--- config.mk ---
export PLATFORM = sky130hd
export DESIGN_NAME = bcd_display_counter
export DESIGN_NICKNAME = d
export VERILOG_FILES = /design/src/rtl/display_pkg.sv /design/src/rtl/bcd_digit.sv /design/src/rtl/seg7.sv /design/src/rtl/bcd_display_counter.sv
export SDC_FILE = /design/constraint.sdc
export NUM_CORES = 1
export LEC_CHECK = 0
export CORE_MARGIN = 1.5
export CORE_UTILIZATION = 40
export CTS_CLUSTER_SIZE = 20
export DETAILED_ROUTE_END_ITERATION = 7
export GPL_TIMING_DRIVEN = 1
export PLACE_DENSITY = 0.81
export REMOVE_ABC_BUFFERS = 1
export SLEW_MARGIN = 20
export SYNTH_ARGS = -nofsm -noshare
export SYNTH_HDL_FRONTEND = slang
export SYNTH_SLANG_ARGS = --single-unit
--- constraint.sdc ---
create_clock -name clk -period 1.7 [get_ports clk]
set_input_delay 0.255 -clock clk [delete_from_list [all_inputs] [get_ports clk]]
set_output_delay 0.255 -clock clk [all_outputs]
set_load 0.01 [all_outputs]
--- src/rtl/display_pkg.sv ---
// Shared types and seven-segment constants for the BCD display counter slice.
package display_pkg;

    typedef logic [3:0] bcd_t;

    localparam logic [6:0] SEG_BLANK = 7'h7F;

    // Active-low segment codes, bit order gfedcba (bit0 = a)
    localparam logic [6:0] SEG_CODES [0:9] = '{
        7'b1000000, // 0
        7'b1111001, // 1
        7'b0100100, // 2
        7'b0110000, // 3
        7'b0011001, // 4
        7'b0010010, // 5
        7'b0000010, // 6
        7'b1111000, // 7
        7'b0000000, // 8
        7'b0010000  // 9
    };

    function automatic bcd_t bcd_sat(input bcd_t v);
        return (v > 4'd9) ? 4'd9 : v;
    endfunction

endpackage

--- src/rtl/bcd_digit.sv ---
// One decade cell: holds a BCD digit, steps up/down when enabled by the carry chain.
module bcd_digit
    import display_pkg::*;
(
    input  logic clk,
    input  logic reset,
    input  logic i_step,
    input  logic i_up,
    input  logic i_cin,
    input  logic i_load,
    input  bcd_t i_load_val,
    output logic o_cout,
    output bcd_t o_digit
);

    bcd_t r_digit;
    logic w_at_limit;

    assign w_at_limit = i_up ? (r_digit == 4'd9) : (r_digit == 4'd0);
    assign o_cout     = i_cin & w_at_limit;
    assign o_digit    = r_digit;

    always_ff @(posedge clk or posedge reset) begin
        if (reset) begin
            r_digit <= '0;
        end else if (i_load) begin
            r_digit <= bcd_sat(i_load_val);
        end else if (i_step && i_cin) begin
            if (i_up) begin
                r_digit <= w_at_limit ? 4'd0 : r_digit + 4'd1;
            end else begin
                r_digit <= w_at_limit ? 4'd9 : r_digit - 4'd1;
            end
        end
    end

endmodule

--- src/rtl/seg7.sv ---
// Active-low seven-segment decoder for one BCD digit; non-decimal codes blank.
module seg7
    import display_pkg::*;
(
    input  bcd_t       i_bcd,
    output logic [6:0] o_seg
);

    always_comb begin
        o_seg = SEG_BLANK;
        if (i_bcd <= 4'd9) begin
            o_seg = SEG_CODES[i_bcd];
        end
    end

endmodule

--- src/rtl/bcd_display_counter.sv ---
// N-digit BCD up/down counter with prescaler, load, wrap pulse and 7-seg outputs.
// Optional leading-zero blanking: define LEADING_ZERO_BLANK_EN.
module bcd_display_counter
    import display_pkg::*;
#(
    parameter int unsigned DIGITS   = 2,
    parameter int unsigned PRESCALE = 1
) (
    input  logic                  clk,
    input  logic                  reset,
    input  logic                  en,
    input  logic                  up,
    input  logic                  load,
    input  logic [4*DIGITS-1:0]   load_val,
    output logic [4*DIGITS-1:0]   count,
    output logic [7*DIGITS-1:0]   leds,
    output logic                  wrap
);

    localparam int unsigned PW = (PRESCALE > 1) ? $clog2(PRESCALE) : 1;
    localparam logic [PW-1:0] PRESC_LAST = PW'(PRESCALE - 1);

    logic [PW-1:0]       r_presc;
    logic                r_wrap;
    logic                w_step;
    logic [DIGITS:0]     w_carry;
    logic [7*DIGITS-1:0] w_seg;

    assign w_step = en & ~load & (r_presc == PRESC_LAST);
    assign w_carry[0] = 1'b1;
    assign wrap = r_wrap;

    always_ff @(posedge clk or posedge reset) begin
        if (reset) begin
            r_presc <= '0;
            r_wrap  <= 1'b0;
        end else if (load) begin
            r_presc <= '0;
            r_wrap  <= 1'b0;
        end else if (en) begin
            r_presc <= (r_presc == PRESC_LAST) ? '0 : r_presc + PW'(1);
            r_wrap  <= w_step & w_carry[DIGITS];
        end else begin
            r_wrap  <= 1'b0;
        end
    end

    for (genvar g = 0; g < DIGITS; g++) begin : g_digit
        bcd_digit u_digit (
            .clk        (clk),
            .reset      (reset),
            .i_step     (w_step),
            .i_up       (up),
            .i_cin      (w_carry[g]),
            .i_load     (load),
            .i_load_val (load_val[4*g +: 4]),
            .o_cout     (w_carry[g+1]),
            .o_digit    (count[4*g +: 4])
        );

        seg7 u_seg (
            .i_bcd (count[4*g +: 4]),
            .o_seg (w_seg[7*g +: 7])
        );
    end

`ifdef LEADING_ZERO_BLANK_EN
    // Walk from the most significant digit down; blank while every digit so far is zero.
    always_comb begin
        logic        w_zero_run;
        int unsigned idx;
        leds       = w_seg;
        w_zero_run = 1'b1;
        idx        = 0;
        for (int unsigned k = 0; k < DIGITS; k++) begin
            idx        = DIGITS - 1 - k;
            w_zero_run = w_zero_run & (count[4*idx +: 4] == 4'd0);
            if (idx != 0 && w_zero_run) begin
                leds[7*idx +: 7] = SEG_BLANK;
            end
        end
    end
`else
    assign leds = w_seg;
`endif

endmodule

; Word-level counts from Yosys, hierarchy flattened
; Memories as Yosys holds them, arrays and structs flattened.
; Index checks and enable logic that the tools add are counted.
[totals]
register_bits = 10
rom_bits = 224
out_inout_bits = 23
word_cells = 58
memories = 2
in_bits = 13
[op_classes]
addsub = 5
eq_ne = 2
n_mux = 25
bitwise = 8
magnitude_cmp = 6
n_reduce_logical = 6
[memory_table]
columns = name, words, word_bits, read_ports, rd_clocked_by_memory_dff, write_ports, line
row1 = (name not given), 16, 7, 1, 0, 0, seg7.sv:12  ; o_seg = SEG_CODES[i_bcd];
row2 = (name not given), 16, 7, 1, 0, 0, seg7.sv:12
[ops]
columns = cell, n
row1 = $mux 4, 12
row2 = $mux 7, 6
row3 = $ge 5x5->1 const B, 2
row4 = $not 4->5, 2
row5 = $add 4x1->4 const B, 2
row6 = $eq 4x4->1 const B, 2
row7 = $gt 4x4->1 const B, 2
row8 = $le 4x4->1 const B, 2
row9 = $logic_not 4->1, 2
row10 = $sub 4x1->4 const B, 2
row11 = $mux 1, 7
row12 = $reduce_bool 2->1, 3
row13 = $and 1x1->1, 4
row14 = $not 1->1, 2
row15 = $add 1x1->1 const B, 1
row16 = $logic_and 1x1->1, 1

; Depth between registers and ports, before layout
; Gate-level depths: netlist of run 1.
[depth]
word_depth = 6
mapped_depth = 7
depth_no_buf = 7

; Hierarchy
; A second synthesis of run 1 with hierarchy kept.
[unflattened]
cells_unflattened = 155
area_unflattened_um2 = 1231.2
[by_module_without_submodules]
columns = mod, n_inst, cells_each, seq_area_each_um2, area_each_um2
row1 = bcd_digit, 2, 45, 100.1, 385.4
row2 = seg7, 2, 30, 0.0, 206.4
row3 = bcd_display_counter, 1, 5, 25.0, 47.5

; Worst setup path before layout of run 1
; Ideal clock, no wire load.
[synth_path]
path_kind = register to register
startpoint = register g_digit[0].u_digit.r_digit[0]
endpoint = register g_digit[1].u_digit.r_digit[2]
setup_time_ns = 0.081
n_path_buf = 0
path_slack_ns = -0.190
period_less_slack_ns = 1.890
path_stages_with_launch = 8
arrival_time_ns = 1.808
required_ns = 1.619
path_cell_list = dfrtp_1 inv_1 ha_1 or3b_1 a211o_1 nand2_4 nor2_1 a31oi_2
[synth_via]
elab_chain_len = 4
word_cells_on_any_way = 5
classes_between = 1 x eq/ne / 1 x mux / 3 x reduce/logical
[synth_rtl]
columns = item, line
row1 = from (decl), bcd_digit.sv:16  ; bcd_t r_digit;
row2 = from (signal assigned), bcd_digit.sv:27  ; r_digit <= bcd_sat(i_load_val);
row3 = from (signal assigned), bcd_digit.sv:30  ; r_digit <= w_at_limit ? 4'd0 : r_digit + 4'd1;
row4 = from (signal assigned), bcd_digit.sv:32  ; r_digit <= w_at_limit ? 4'd9 : r_digit - 4'd1;
row5 = $eq 4x4->1 / $logic_not 4->1 (equally long branches), bcd_digit.sv:19  ; assign w_at_limit = i_up ? (r_digit == 4'd9) : (r_digit == 4'd0);
row6 = $mux 1 (*), bcd_digit.sv:19
row7 = $logic_and 1x1->1 (*), bcd_digit.sv:28  ; end else if (i_step && i_cin) begin
row8 = $reduce_bool 2->1 (no line) (*), --
row9 = to (signal assigned), bcd_digit.sv:27
row10 = to (signal assigned), bcd_digit.sv:30
row11 = to (signal assigned), bcd_digit.sv:32
row12 = to (decl), bcd_digit.sv:16
; Every way passes the cells marked *; elsewhere a longest branch is shown, timed or not.
; A chain may end at the register's enable or synchronous reset.

; Worst setup path in the final report of run 1
[layout_path]
startpoint = register g_digit[0].u_digit.r_digit[0]
endpoint = register g_digit[1].u_digit.r_digit[0]
; The elaborated chain is that of the path after synthesis.

==> Flow_metrics.wiki, run 1 <==
{| class="wikitable"
! Metric !! Value
|-
| Final Net Count || 259
|-
| Num Clock Sinks || 9
|-
| Top cell type by total area after synthesis || sky130_fd_sc_hd__dfrtp_1
|-
| Finish-stage setup viols || 20
|-
| Area share of the largest cell type after synthesis || 20.1%
|-
| Met1 usage || 28.6%
|-
| Ant diodes || 0
|-
| Number of warning messages in the yosys log || 0
|-
| Clock network fraction of design power || 9.1%
|-
| Number of buffers created by CTS || 3
|-
| Result of the run || finished, violations left
|-
| Gr usage total || 27.0%
|-
| Critical path type || flop to flop
|-
| Maxcap violations || 0
|-
| Cell at the root of the clock tree || sky130_fd_sc_hd__clkbuf_4
|-
| RSZ-0062 raised after global routing || true
|-
| WL per Instance || 16.2 um
|-
| Total power density per cell area || 925 nW/um^2
|-
| Setup ws final || -0.150 ns
|-
| Number of buffer cells added on primary ports || 35
|-
| Post-DR vias/cell || 5.81
|-
| Mean cell area of the mapped netlist || 7.09 um^2
|-
| Number of buffers between clock root and the deepest sink || 2
|-
| Total grt overflow || 0
|-
| DP Cell Count || 249
|-
| Area inside the core boundary || 2710 um^2
|-
| Final hold slack || 0.266 ns
|-
| Headroom to the max-slew limit || 74.5%
|-
| Met2 routing resource usage after global routing || 51.9%
|-
| Number of non-filler instances in the completed layout || 266
|-
| Worst ir drop on vdd || 0.683 mV
|-
| Layout cells sized above 1 || 46.0%
|-
| Total leakage power || 0.888 nW
|-
| Max Fclk || 540 MHz
|-
| Busiest layer in global routing || met2
|-
| Main area contributors after synthesis || sky130_fd_sc_hd__dfrtp_1, sky130_fd_sc_hd__ha_1, sky130_fd_sc_hd__o21ai_0
|-
| Clock latency reported for the late side of the worst-skew pair || 0.26 ns
|-
| Sequential group share of total power || 16.2%
|-
| Initial DRC count || 63
|-
| Transition time at the pin with the least slew margin || 0.382 ns
|-
| Combined area of all synthesized cells || 1120 um^2
|-
| Number of iterations in the first detailed-routing pass || 4
|-
| Post-route fraction of the period consumed by the critical path || 109%
|-
| IO Pins || 36
|-
| DRC violations left || 0
|-
| Detailed placement HPWL || 2.89 mm
|-
| Req. time, crit path || 1.89 ns
|-
| Top library cells by usage in the layout, fill and taps aside || sky130_fd_sc_hd__buf_4, sky130_fd_sc_hd__nand2_1, sky130_fd_sc_hd__clkdlybuf4s50_1, sky130_fd_sc_hd__buf_2, sky130_fd_sc_hd__nor2_1
|-
| Post-detailed-route count of antenna-violating nets || 0
|-
| Wire length of the first global-routing pass || 6.69 mm
|-
| Die Y-Extent || 55.9 um
|-
| Worst path arrival time || 2.04 ns
|-
| Pin count of the biggest net entering global routing || 17
|-
| Max Transition Viols Final || 0
|-
| Vias in the first global route || 1554
|-
| Layout overhead on the synthesized area || 78.9%
|-
| Maximum fanout encountered on the critical timing path || 6
|-
| Met3 track demand over resource || 1.63%
|-
| Kind of path behind the tightest hold check || primary input to async pin
|-
| Final Hold Violating Endpoints || 0
|-
| Initial core utilization || 41.3%
|-
| Internal Pwr Total || 1.05 mW
|-
| Flops & latches, synth || 9
|-
| # H-tree levels || 1
|-
| Violated checks || setup timing
|-
| Detailed Route WL || 4.30 mm
|-
| Hold-fix buffers, CTS || 0
|-
| Initial antenna violation count || 0
|-
| Switching part of the total power || 43.4%
|-
| Vias after detailed routing || 1545
|-
| Std-Cell Rows || 19
|-
| Number of different library cells in the post-synthesis netlist || 41
|-
| Crit path capture type || flop
|-
| GP Congestion || 0.900
|-
| Most common cell after layout, fill and taps aside || sky130_fd_sc_hd__buf_4
|-
| Post-layout minimum cycle time || 1.85 ns
|-
| Share of total power in combinational logic || 74.7%
|-
| Clock-pin slew on the worst setup and hold paths || 0.06 ns
|-
| Portion of the post-synthesis area used by sequential elements || 20.1%
|-
| Net Sw Power || 803 uW
|-
| Horiz. Die Dim || 55.9 um
|-
| Total Die Area || 3130 um^2
|-
| Clock tree from TritonCTS || built
|-
| Instance count of the mapped netlist || 158
|-
| Worst Setup Start Kind || flop
|-
| Clock skew after layout || 0.00449 ns
|}
[logic make-up after synthesis]
logic type / count (synthesis) / synth area share (%)
AOI/OAI and AO/OA: 55 / 32.5
xor gates and xnor gates: 2 / 1.56
DFF: 9 / 20.1
muxes: 1 / 1.01
buffers and inverters: 24 / 9.16
adders and majority gates: 10 / 11.2
and+or+nand+nor: 57 / 24.5
[sequential cells by signal (all words and copies together) (netlist names)]
| signal | count |
|---|---|
| g_digit.u_digit.o_digit | 8 |
| wrap | 1 |
[metrics by stage]
step	total power, mW	TNS [ns]	setup slack, ns	util, %	cell area, um^2
5_1_grt	1.98	-3.20	-0.233	73.9	2000
2_1_floorplan	0.815	-1.11	-0.211	-	1070
6_report	1.85	-1.45	-0.150	73.9	2000
3_3_place_gp	1.42	-3.37	-0.216	63.7	1730
3_5_place_dp	1.46	-4.24	-0.271	63.7	1730
4_1_cts	1.71	-1.36	-0.144	68.8	1860
[layer usage]
layer  wire [um]  vias to the layer above
met5           0                        -
met4         180                        0
met3         191                       17
met2        2280                       68
met1        1650                      740
li1            -                      720
[timing repair]
| action | in CTS | in global routing |
|---|---|---|
| setup buffers | 11 | 4 |
| gates resized for setup | 88 | 32 |
| cloned | 0 | 0 |
| pin swaps | 14 | 11 |
| setup endpoints to repair | 25 | 23 |
[power by group through the flow]
stage / combinational [mW] / sequential (mW) / clock, mW
2_1_floorplan: 0.469 / 0.346 / 0
3_3_place_gp: 1.13 / 0.299 / 0
3_5_place_dp: 1.16 / 0.303 / 0
4_1_cts: 1.23 / 0.294 / 0.177
5_1_grt: 1.49 / 0.305 / 0.183
6_report: 1.38 / 0.300 / 0.169
[synthesized netlist by cell type, drive strengths merged]
cell,number
nand2,22
nor2,16
o21ai,16
a21oi,13
inv,13
ha,10
dfrtp,9
clkbuf,8
nand3b,4
nor3,4
a32oi,3
buf,3
nor3b,3
o22ai,3
a211o,2
a22o,2
a22oi,2
a31oi,2
nand2b,2
nand3,2
o211ai,2
o32a,2
a21o,1
a221oi,1
a311oi,1
a41oi,1
mux2,1
nand4,1
nor4,1
o2111a,1
o21bai,1
o221ai,1
o22a,1
or2b,1
or3b,1
xnor2,1
xor2,1
[worst max-delay path: stages (launching register included)]
cell                       delay [ns]
sky130_fd_sc_hd__dfrtp_1         0.42
sky130_fd_sc_hd__inv_2           0.08
sky130_fd_sc_hd__buf_6           0.10
sky130_fd_sc_hd__ha_4            0.13
sky130_fd_sc_hd__or3b_4          0.38
sky130_fd_sc_hd__a211o_1         0.33
sky130_fd_sc_hd__nand2_4         0.11
sky130_fd_sc_hd__o211ai_1        0.11
sky130_fd_sc_hd__o21ai_1         0.10
[path summary, 6_finish.rpt]
path,depth (start not counted),end,startpoint,slack (ns)
max in group asynchronous,2,g_digit[0].u_digit.o_digit[2],reset,1.14
min,2,g_digit[1].u_digit.o_digit[3],reset,0.27
max reg2reg,8,g_digit[1].u_digit.o_digit[0],g_digit[0].u_digit.o_digit[0],-0.15
max,8,g_digit[1].u_digit.o_digit[0],g_digit[0].u_digit.o_digit[0],-0.15
min in group clk,3,g_digit[0].u_digit.o_digit[0],load_val[0],0.60
min reg2reg,3,g_digit[1].u_digit.o_digit[2],g_digit[1].u_digit.o_digit[2],0.77
[area by class of cell]
type | count | area, um^2
Multi-Input combinational cell | 125 | 963
Timing Repair Buffer | 84 | 696
Fill cell | 213 | 707
Tap cell | 31 | 38.8
Clock buffer | 4 | 26.3
Sequential cell | 9 | 230
Inverter | 13 | 48.8
No activity file was read; power rests on OpenSTA's default activity.
==> run 2, diff against run 1 <==
Settings changed: CTS_CLUSTER_SIZE 20 to 28, RECOVER_POWER set to 100.
==> run 2 against run 1 <==
  * The flow still finishes with violations (setup timing)
  * Non-clock buffer count unchanged
  * Sequential power about the same
  * Die area unchanged
  * Routed wire length is essentially flat
  * Largest power group unchanged
  * Critical path type unchanged
  * Combinational power is essentially flat
  * Cell count unchanged
  * First-iteration DRC count did not move
==> Flow_metrics.wiki, run 2 (same netlist as run 1, synthesis figures left out) <==
{| class="wikitable"
! Metric !! Value
|-
| Post-DR vias/cell || 5.77 (-0.58%)
|-
| DP Cell Count || 249 (unchanged)
|-
| Worst Setup Start Kind || flop
|-
| Kind of path behind the tightest hold check || primary input to async pin
|-
| Met3 track demand over resource || 1.63% (unchanged)
|-
| Sum of negative setup slack || -1.45 ns (-0.00459 ns)
|-
| Area of placed instances || 1730 um^2 (unchanged)
|-
| Setup ws final || -0.150 ns (+0.000455 ns)
|-
| IO Pins || 36 (unchanged)
|-
| Pin count of the biggest net entering global routing || 17 (unchanged)
|-
| Max Fclk || 541 MHz (about the same)
|-
| Layout cells sized above 1 || 46.0% (unchanged)
|-
| Dpl ws || -0.271 ns (unchanged)
|-
| Post-detailed-route count of antenna-violating nets || 0 (unchanged)
|-
| Std-Cell Rows || 19 (unchanged)
|-
| Total power density per cell area || 924 nW/um^2 (about the same)
|-
| Maximum fanout encountered on the critical timing path || 6 (unchanged)
|-
| Detailed placement HPWL || 2.89 mm (unchanged)
|-
| Slowest library cell on the worst path || sky130_fd_sc_hd__dfrtp_1
|-
| Top library cells by usage in the layout, fill and taps aside || sky130_fd_sc_hd__buf_4, sky130_fd_sc_hd__nand2_1, sky130_fd_sc_hd__clkdlybuf4s50_1, sky130_fd_sc_hd__buf_2, sky130_fd_sc_hd__nor2_1
|-
| Transition time at the pin with the least slew margin || 0.385 ns (+0.00392 ns)
|-
| Number of buffers between clock root and the deepest sink || 2 (unchanged)
|-
| Largest incremental delay on the critical path || 0.42 ns (about the same)
|-
| Total grt overflow || 0 (unchanged)
|-
| Origin of the critical flop-to-flop path || g_digit[0].u_digit.o_digit[0]
|-
| Initial core utilization || 41.3% (unchanged)
|-
| Clock latency reported for the late side of the worst-skew pair || 0.26 ns (about the same)
|-
| Initial DRC count || 63 (unchanged)
|-
| Hold-fix buffers, CTS || 0 (unchanged)
|-
| Num Clock Sinks || 9 (unchanged)
|-
| Violated checks || setup timing
|-
| Met1 usage || 28.6% (unchanged)
|-
| Area inside the core boundary || 2710 um^2 (unchanged)
|-
| Multi-input gate area in the final layout || 963 um^2 (unchanged)
|-
| Origin of the worst setup path || g_digit[0].u_digit.o_digit[0]
|-
| Most common cell after layout, fill and taps aside || sky130_fd_sc_hd__buf_4
|-
| Detailed Route WL || 4.30 mm (about the same)
|-
| Clock skew after layout || 0.00469 ns (+0.000196 ns)
|-
| Critical path type || flop to flop
|-
| Req. time, crit path || 1.89 ns (about the same)
|-
| Maxcap violations || 0 (unchanged)
|-
| Horiz. Die Dim || 55.9 um (unchanged)
|-
| Total leakage power || 0.892 nW (+0.43%)
|-
| Vias in the first global route || 1554 (unchanged)
|-
| Flip-flop count of the largest register, all copies and words added || 8 (unchanged)
|-
| Layout fillers || 213 (unchanged)
|-
| Result of the run || finished, violations left
|-
| Final Cell Area || 2000 um^2 (unchanged)
|-
| DRC violations left || 0 (unchanged)
|-
| Initial antenna violation count || 0 (unchanged)
|-
| Number of iterations in the first detailed-routing pass || 4 (unchanged)
|-
| Worst path arrival time || 2.04 ns (about the same)
|-
| Total Die Area || 3130 um^2 (unchanged)
|-
| Clock tree from TritonCTS || built
|-
| Number of non-filler instances in the completed layout || 266 (unchanged)
|-
| Layout overhead on the synthesized area || 78.9% (unchanged)
|-
| Worst ir drop on vdd || 0.682 mV (-0.13%)
|-
| Vias after detailed routing || 1536 (-0.58%)
|-
| Cell breakdown of the critical path || inv_2 > buf_6 > ha_4 > or3b_4 > a211o_1 > nand2_4 > o211ai_1 > o21ai_1
|-
| Post-layout minimum cycle time || 1.85 ns (-0.000455 ns)
|-
| Headroom to the max-slew limit || 74.3% (-0.26 points)
|-
| Wire length of the first global-routing pass || 6.69 mm (unchanged)
|-
| Number of buffer cells added on primary ports || 35 (unchanged)
|-
| Finish-stage setup viols || 20 (unchanged)
|-
| Met2 routing resource usage after global routing || 51.9% (unchanged)
|-
| # H-tree levels || 1 (unchanged)
|-
| Clock-pin slew on the worst setup and hold paths || 0.06 ns (about the same)
|-
| Post-route fraction of the period consumed by the critical path || 109% (about the same)
|-
| Gr usage total || 27.0% (unchanged)
|-
| Overall power || 1.85 mW (about the same)
|-
| Number of buffers created by CTS || 3 (unchanged)
|-
| Cell at the root of the clock tree || sky130_fd_sc_hd__clkbuf_4
|-
| GP Congestion || 0.900 (unchanged)
|-
| Crit path capture type || flop
|-
| Storage element area || 230 um^2 (unchanged)
|-
| RSZ-0062 raised after global routing || true
|-
| Final Hold Violating Endpoints || 0 (unchanged)
|-
| Die Y-Extent || 55.9 um (unchanged)
|-
| WL per Instance || 16.1 um (about the same)
|-
| Busiest layer in global routing || met2
|-
| Final Net Count || 259 (unchanged)
|-
| Max Transition Viols Final || 0 (unchanged)
|-
| Ant diodes || 0 (unchanged)
|}
[run 2: metrics by stage]
stage / hold WS [ns] / util (%)
floorplan: 0.0829 / -
global placement: 0.535 / 63.7
detailed placement: 0.555 / 63.7
CTS: 0.267 / 68.8
global route: 0.433 / 73.9
finish: 0.405 / 73.9
[run 2: per-layer routing]
| layer | up-vias | share of wire (%) |
|---|---|---|
| met3 | 17 | 4.0 |
| met1 | 735 | 39 |
| li1 | 720 | - |
| met5 | - | 0 |
| met2 | 64 | 53 |
| met4 | 0 | 4.2 |
[run 2: where the power goes]
group          internal, mW  total (mW)  leakage, nW  switching [mW]
Clock                0.0906       0.169       0.0150          0.0784
Combinational         0.708        1.38        0.771           0.675
Sequential            0.250       0.300        0.105          0.0500
Total                  1.05        1.85        0.892           0.803
[run 2: timing repair]
| item | 4_1_cts | 5_1_grt |
|---|---|---|
| resized for setup | 88 | 32 |
| endpoints found under the setup margin | 25 | 23 |
| setup buffers | 11 | 4 |
| cloned | 0 | 0 |
| pin swaps | 14 | 11 |
[run 2: layout make-up]
type                            count  area share (%)
Inverter                           13            2.44
Multi-Input combinational cell    125            48.1
Tap cell                           31            1.94
Clock buffer                        4            1.31
Sequential cell                     9            11.5
Timing Repair Buffer               84            34.7
[run 2: critical path: cells and delay by family (launching register included)]
kind	cells	cell delay, ns
buf+inv	2	0.18
simple gates	2	0.49
flops	1	0.42
fa+ha+maj	1	0.13
compound gates	3	0.54
[run 2: path summary, 6_finish.rpt]
kind	endpoint	slack (ns)	cells past startpoint
min in group clk	g_digit[0].u_digit.o_digit[0]	0.60	3
worst min register to register	g_digit[1].u_digit.o_digit[1]	0.77	3
worst min-delay path	g_digit[1].u_digit.o_digit[3]	0.41	2
worst max-delay path	g_digit[1].u_digit.o_digit[0]	-0.15	8
max in group asynchronous	g_digit[0].u_digit.o_digit[2]	0.99	2
worst max register to register	g_digit[1].u_digit.o_digit[0]	-0.15	8
==> RTL change 1: new RTL, config.mk and constraints of run 2 <==
The option `LEADING_ZERO_BLANK_EN` is turned on by a define.
--- a/src/rtl/bcd_display_counter.sv
+++ b/src/rtl/bcd_display_counter.sv
@@ -1,5 +1,7 @@
 // N-digit BCD up/down counter with prescaler, load, wrap pulse and 7-seg outputs.
 // Optional leading-zero blanking: define LEADING_ZERO_BLANK_EN.
+`define LEADING_ZERO_BLANK_EN
+
 module bcd_display_counter
     import display_pkg::*;
 #(
Check against the original RTL: not equivalent (Yosys sat finds a counterexample within 4 cycles, from zero or initial values and one cycle with reset high).
==> RTL change 1 against run 2 <==
- the flow still finishes with violations (negative setup slack)
- design area shrank 0.81%
- global-route usage grew 2.5 points
- total power grew 40%
- wire length grew 16%
- count of clock-buffer cells in the layout shrank 1
- sequential cell count is the same
- combinational power grew 50%
- worst setup slack lost 0.17 ns
- die area shrank 0.95%
- synthesized area shrank 1.0%
- sequential power grew 12%
- largest power group unchanged
==> RTL change 1: results (changes against run 2) <==
[pwr] leakage component of the power 0.901 nW [was 0.892 nW]
[critical_path] slowest cell on the critical path sky130_fd_sc_hd__dfrtp_2 [was sky130_fd_sc_hd__dfrtp_1]
[outcome] status finished, violations left [unchanged]
[detailed_routing] detailed router's first-iteration violation count 87 [was 63]
[critical_path] worst stage delay on the critical path 0.46 ns [was 0.42 ns]
[cells_and_area] number of fillers in the final layout 177 [was 213]
[synth] async set-reset flop share out of synthesis 100% [unchanged]
[detailed_routing] wire length after detailed routing 4.97 mm [was 4.30 mm]
[cells_and_area] net total in the final layout 250 [was 259]
[synth] number of different library cells in the post-synthesis netlist 40 [was 41]
[critical_path] Critical Path Fanout Max 3 [was 6]
[pwr] switching share of power 47.6% [was 43.4%]
[global_routing] first-pass GRT wire length 7.20 mm [was 6.69 mm]
[clocking] TritonCTS Buffers 3 [unchanged]
[clocking] clock latency of the later-clocked register in the worst-skew pair 0.27 ns
[global_routing] initial antenna violation count 0 [unchanged]
[clocking] clock slew seen by the registers of the worst setup and hold paths 0.09 ns [was 0.06 ns]
[outcome] violations in the final reports negative setup slack [unchanged]
[placed_design] area after detailed placement 1780 um^2 [was 1730 um^2]
[synth] Seq/Total Area, Yosys 20.3% [was 20.1%]
[placed_design] number of input and output port buffers inserted 35 [unchanged]
[timing] min setup slack post-route -0.316 ns [was -0.150 ns]
[detailed_routing] count of TritonRoute iterations in the first routing pass 5 [was 4]
[pwr] worst IR drop on VDD 0.00144 V [was 0.000682 V]
[detailed_routing] routed vias 1565 [was 1536]
[synth] leading cell types by count after synthesis 15 x sky130_fd_sc_hd__inv_1, 15 x sky130_fd_sc_hd__nor2_1, 13 x sky130_fd_sc_hd__o21ai_0 [was 21 x sky130_fd_sc_hd__nand2_1, 16 x sky130_fd_sc_hd__nor2_1, 16 x sky130_fd_sc_hd__o21ai_0]
[timing] Setup Skew 0.0170 ns [was 0.00469 ns]
[placed_design] total half-perimeter wirelength after legalization and detailed placement 3.26 mm [was 2.89 mm]
[global_routing] number of global-route vias before repair 1512 [was 1554]
[cells_and_area] fraction of final layout cells with drive strength greater than 1 45.6% [was 46.0%]
[global_routing] aggregate global-route resource usage 29.5% [was 27.0%]
[cells_and_area] max reg flops 8 [unchanged]
[clocking] number of buffers on the longest clock path 2 [unchanged]
[placed_design] Final Wtd Congestion 0.940 [was 0.900]
[global_routing] pin count of the biggest net entering global routing 12 [was 17]
[critical_path] Worst Path Arrival 2.18 ns [was 2.04 ns]
[timing] setup-violating endpoint count in the final report 22 [was 20]
[synth] leading cell types by total area after synthesis sky130_fd_sc_hd__dfrtp_1 20%, sky130_fd_sc_hd__ha_1 11%, sky130_fd_sc_hd__o21ai_0 5.9% [was sky130_fd_sc_hd__dfrtp_1 20%, sky130_fd_sc_hd__ha_1 11%, sky130_fd_sc_hd__o21ai_0 7.2%]
[placed_design] worst setup slack before clock tree synthesis -0.432 ns [was -0.271 ns]
[timing] worst relative slew slack 71.7% [was 74.3%]
## RTL change 1: critical path: cells and delay by family, from the launching register on
| family | cells | cell delay [ns] |
|---|---|---|
| fa+ha+maj | 1 | 0.12 |
| compound gates | 2 | 0.39 |
| flops | 1 | 0.46 |
| buf+inv | 3 | 0.30 |
| mux | 1 | 0.24 |
| simple gates | 1 | 0.39 |
## RTL change 1: final timing paths
kind	slack (ns)	end	from	depth (start not counted)
setup / recovery	-0.32	g_digit[1].u_digit.o_digit[2]$_DFFE_PP0P_	g_digit[0].u_digit.o_digit[0]$_DFFE_PP0P_	8
hold / removal	0.40	g_digit[0].u_digit.o_digit[1]$_DFFE_PP0P_	reset	2
setup reg to reg	-0.32	g_digit[1].u_digit.o_digit[2]$_DFFE_PP0P_	g_digit[0].u_digit.o_digit[0]$_DFFE_PP0P_	8
hold reg to reg	0.70	wrap$_DFF_PP0_	g_digit[1].u_digit.o_digit[2]$_DFFE_PP0P_	2
max in group asynchronous	0.98	g_digit[1].u_digit.o_digit[3]$_DFFE_PP0P_	reset	2
min in group clk	0.64	g_digit[0].u_digit.o_digit[1]$_DFFE_PP0P_	load_val[1]	2
## RTL change 1: area by class of cell
class	instances	area share, %
tap	30	1.89
inverter	15	2.83
clock inverter	1	0.252
timing repair buffer	83	34.1
sequential	9	11.5
multi-input combinational	115	48.2
clock buffer	3	1.13
## RTL change 1: metrics by stage
stage,instances,utilization (%),TNS (ns)
finish,256,78.1,-3.93
global route,256,78.1,-4.83
CTS,254,75.0,-2.86
detailed placement,246,69.8,-6.58
global placement,246,69.8,-4.75
floorplan,139,-,-1.37
## RTL change 1: routing by layer
| layer | track usage (%) | wire [um] |
|---|---|---|
| met5 | 0 | 0 |
| met4 | 16.7 | 294 |
| met3 | 6.98 | 465 |
| met2 | 52.7 | 2420 |
| met1 | 31.4 | 1790 |
## RTL change 1: power by group through the flow
stage / Combinational [W] / Sequential [W] / Clock, W
2_1_floorplan: 0.000726 / 0.000413 / 0
3_3_place_gp: 0.00178 / 0.000325 / 0
3_5_place_dp: 0.00184 / 0.000328 / 0
4_1_cts: 0.00191 / 0.000332 / 0.000173
5_1_grt: 0.00216 / 0.000339 / 0.000196
6_report: 0.00207 / 0.000335 / 0.000183
## RTL change 1: logic make-up after synthesis
family,Yosys count,synth area share [%]
buffers and inverters,23,8.24
AOI/OAI and AO/OA,51,32.4
muxes,6,5.87
DFF,9,20.3
and+or+nand+nor,44,18.7
adders and majority gates,10,11.3
xor gates and xnor gates,4,3.16
## RTL change 1: timing repair
action                     in CTS  in global routing
setup endpoints to repair      24                 26
pin swaps                       9                 16
setup buffers                   4                  3
resized for setup              90                 20
==> RTL change 2: new RTL, flow settings as in run 2 <==
Made on the original files. Reset style: synchronous (`reset`), changed in 2 clocked blocks.
--- a/src/rtl/bcd_digit.sv
+++ b/src/rtl/bcd_digit.sv
@@ -20,7 +20,7 @@
     assign o_cout     = i_cin & w_at_limit;
     assign o_digit    = r_digit;
 
-    always_ff @(posedge clk or posedge reset) begin
+    always_ff @(posedge clk) begin
         if (reset) begin
             r_digit <= '0;
         end else if (i_load) begin
--- a/src/rtl/bcd_display_counter.sv
+++ b/src/rtl/bcd_display_counter.sv
@@ -30,7 +30,7 @@
     assign w_carry[0] = 1'b1;
     assign wrap = r_wrap;
 
-    always_ff @(posedge clk or posedge reset) begin
+    always_ff @(posedge clk) begin
         if (reset) begin
             r_presc <= '0;
             r_wrap  <= 1'b0;
Formal check against the unedited RTL: differs if reset is asserted again (counterexample within 4 cycles, from zero or initial values and one cycle with reset high); with reset held inactive, the same outputs for 10 cycles.
==> RTL change 2 against run 2 <==
- the run still ends with negative setup slack left
- worst setup slack worse by 0.045 ns
- count of clock-buffer cells in the layout did not move
- via count grew 20%
- wire length is 35% higher
- synthesized area up 1.2%
- design area increased by 6.9%
- sequential cell count unchanged
- total power shrank 33%
- largest cell class unchanged
- largest power group unchanged
- highest routed layer is now met5
==> RTL change 2: results (changes against run 2) <==
[detailed_routing] wire length after detailed routing 5.78 mm [was 4.30 mm]
[outcome] violations in the final reports negative setup slack [unchanged]
[timing] Setup Skew 0.0105 ns [was 0.00469 ns]
[synth] synthesized-area fraction occupied by xor and xnor cells 1.55% [was 1.56%]
[global_routing] met3 usage 8.60% [was 1.63%]
[critical_path] Critical Path Fanout Max 7 [was 6]
[cells_and_area] Storage cell area 196 um^2 [was 230 um^2]
[global_routing] number of global-route vias before repair 1551 [was 1554]
[timing] Hold WS 0.588 ns [was 0.405 ns]
[cells_and_area] area used by multi-input combinational logic 1080 um^2 [was 963 um^2]
[detailed_routing] count of TritonRoute iterations in the first routing pass 6 [was 4]
[synth] multiplexer share of the synthesized area 1.88% [was 1.01%]
[detailed_routing] Vias/cell 6.68 [was 5.77]
[timing] min setup slack post-route -0.195 ns [was -0.150 ns]
[placed_design] total half-perimeter wirelength after legalization and detailed placement 2.89 mm [about the same]
[synth] leading cell types by count after synthesis 18 x sky130_fd_sc_hd__o21ai_0, 16 x sky130_fd_sc_hd__nand2_1, 15 x sky130_fd_sc_hd__inv_1, 15 x sky130_fd_sc_hd__nor2_1, 11 x sky130_fd_sc_hd__a21oi_1 [was 21 x sky130_fd_sc_hd__nand2_1, 16 x sky130_fd_sc_hd__nor2_1, 16 x sky130_fd_sc_hd__o21ai_0]
[placed_design] Final Wtd Congestion 0.998 [was 0.900]
[cells_and_area] net total in the final layout 270 [was 259]
[global_routing] first-pass GRT wire length 7.28 mm [was 6.69 mm]
[timing] setup-violating endpoint count in the final report 18 [was 20]
[cells_and_area] non-clock inverter total of the final layout 16 [was 13]
[global_routing] aggregate global-route resource usage 28.7% [was 27.0%]
[detailed_routing] average routed wire per standard cell 20.9 um [was 16.1 um]
[detailed_routing] met1 wire length 2.12 mm [was 1.66 mm]
[global_routing] initial antenna violation count 1 [was 0]
[pwr] worst IR drop on VDD 0.000529 V [was 0.000682 V]
[cells_and_area] buffering overhead 34.3% [was 34.7%]
[cells_and_area] clock buffer and inverter area fraction after layout 1.23% [was 1.31%]
[worst_hold_path] worst hold-check path type in -> reg [was in -> async]
[detailed_routing] Met3 Routed Length 681 um [was 172 um]
[synth] number of different library cells in the post-synthesis netlist 47 [was 41]
[synth] async set-reset flop share out of synthesis 0% [was 100%]
[clocking] Post-CTS Resized 102 [was 88]
[critical_path] cell family contributing the most delay on the critical path buffers and inverters [was compound AO/OA/AOI/OAI gates]
[pwr] power per standard cell area 577 nW/um^2 [was 924 nW/um^2]
[placed_design] worst setup slack before clock tree synthesis -0.393 ns [was -0.271 ns]
[outcome] status finished, violations left [unchanged]
[cells_and_area] fraction of final layout cells with drive strength greater than 1 49.6% [was 46.0%]
-- RTL change 2: changes by cell type in the layout (fill, tap and decap cells not counted), moves of 4 or more --
cell / run 2 / this run
sky130_fd_sc_hd__dfxtp_2: 0 / 4
sky130_fd_sc_hd__o21ai_0: 7 / 12
sky130_fd_sc_hd__dfrtp_1: 5 / 0
sky130_fd_sc_hd__dfrtp_2: 4 / 0
sky130_fd_sc_hd__nand3b_1: 4 / 0
sky130_fd_sc_hd__buf_6: 9 / 13
sky130_fd_sc_hd__nand2_1: 20 / 14
-- RTL change 2: worst reg2reg max path, cell delays in order (launching register included) --
cell	delay, ns
sky130_fd_sc_hd__dfxtp_2	0.35
sky130_fd_sc_hd__inv_4	0.08
sky130_fd_sc_hd__buf_6	0.10
sky130_fd_sc_hd__ha_4	0.14
sky130_fd_sc_hd__buf_4	0.12
sky130_fd_sc_hd__nor3b_4	0.28
sky130_fd_sc_hd__o21ai_4	0.15
sky130_fd_sc_hd__buf_6	0.15
sky130_fd_sc_hd__o41ai_2	0.29
sky130_fd_sc_hd__nor3_1	0.12
-- RTL change 2: worst paths after layout --
kind	startpoint	endpoint	cells after the start
max	g_digit[0].u_digit.o_digit[1]$_SDFFE_PP0P_	g_digit[1].u_digit.o_digit[2]$_SDFFE_PP0P_	9
min	load_val[1]	g_digit[0].u_digit.o_digit[1]$_SDFFE_PP0P_	3
max reg2reg	g_digit[0].u_digit.o_digit[1]$_SDFFE_PP0P_	g_digit[1].u_digit.o_digit[2]$_SDFFE_PP0P_	9
min reg2reg	g_digit[1].u_digit.o_digit[3]$_SDFFE_PP0P_	wrap$_SDFF_PP0_	3
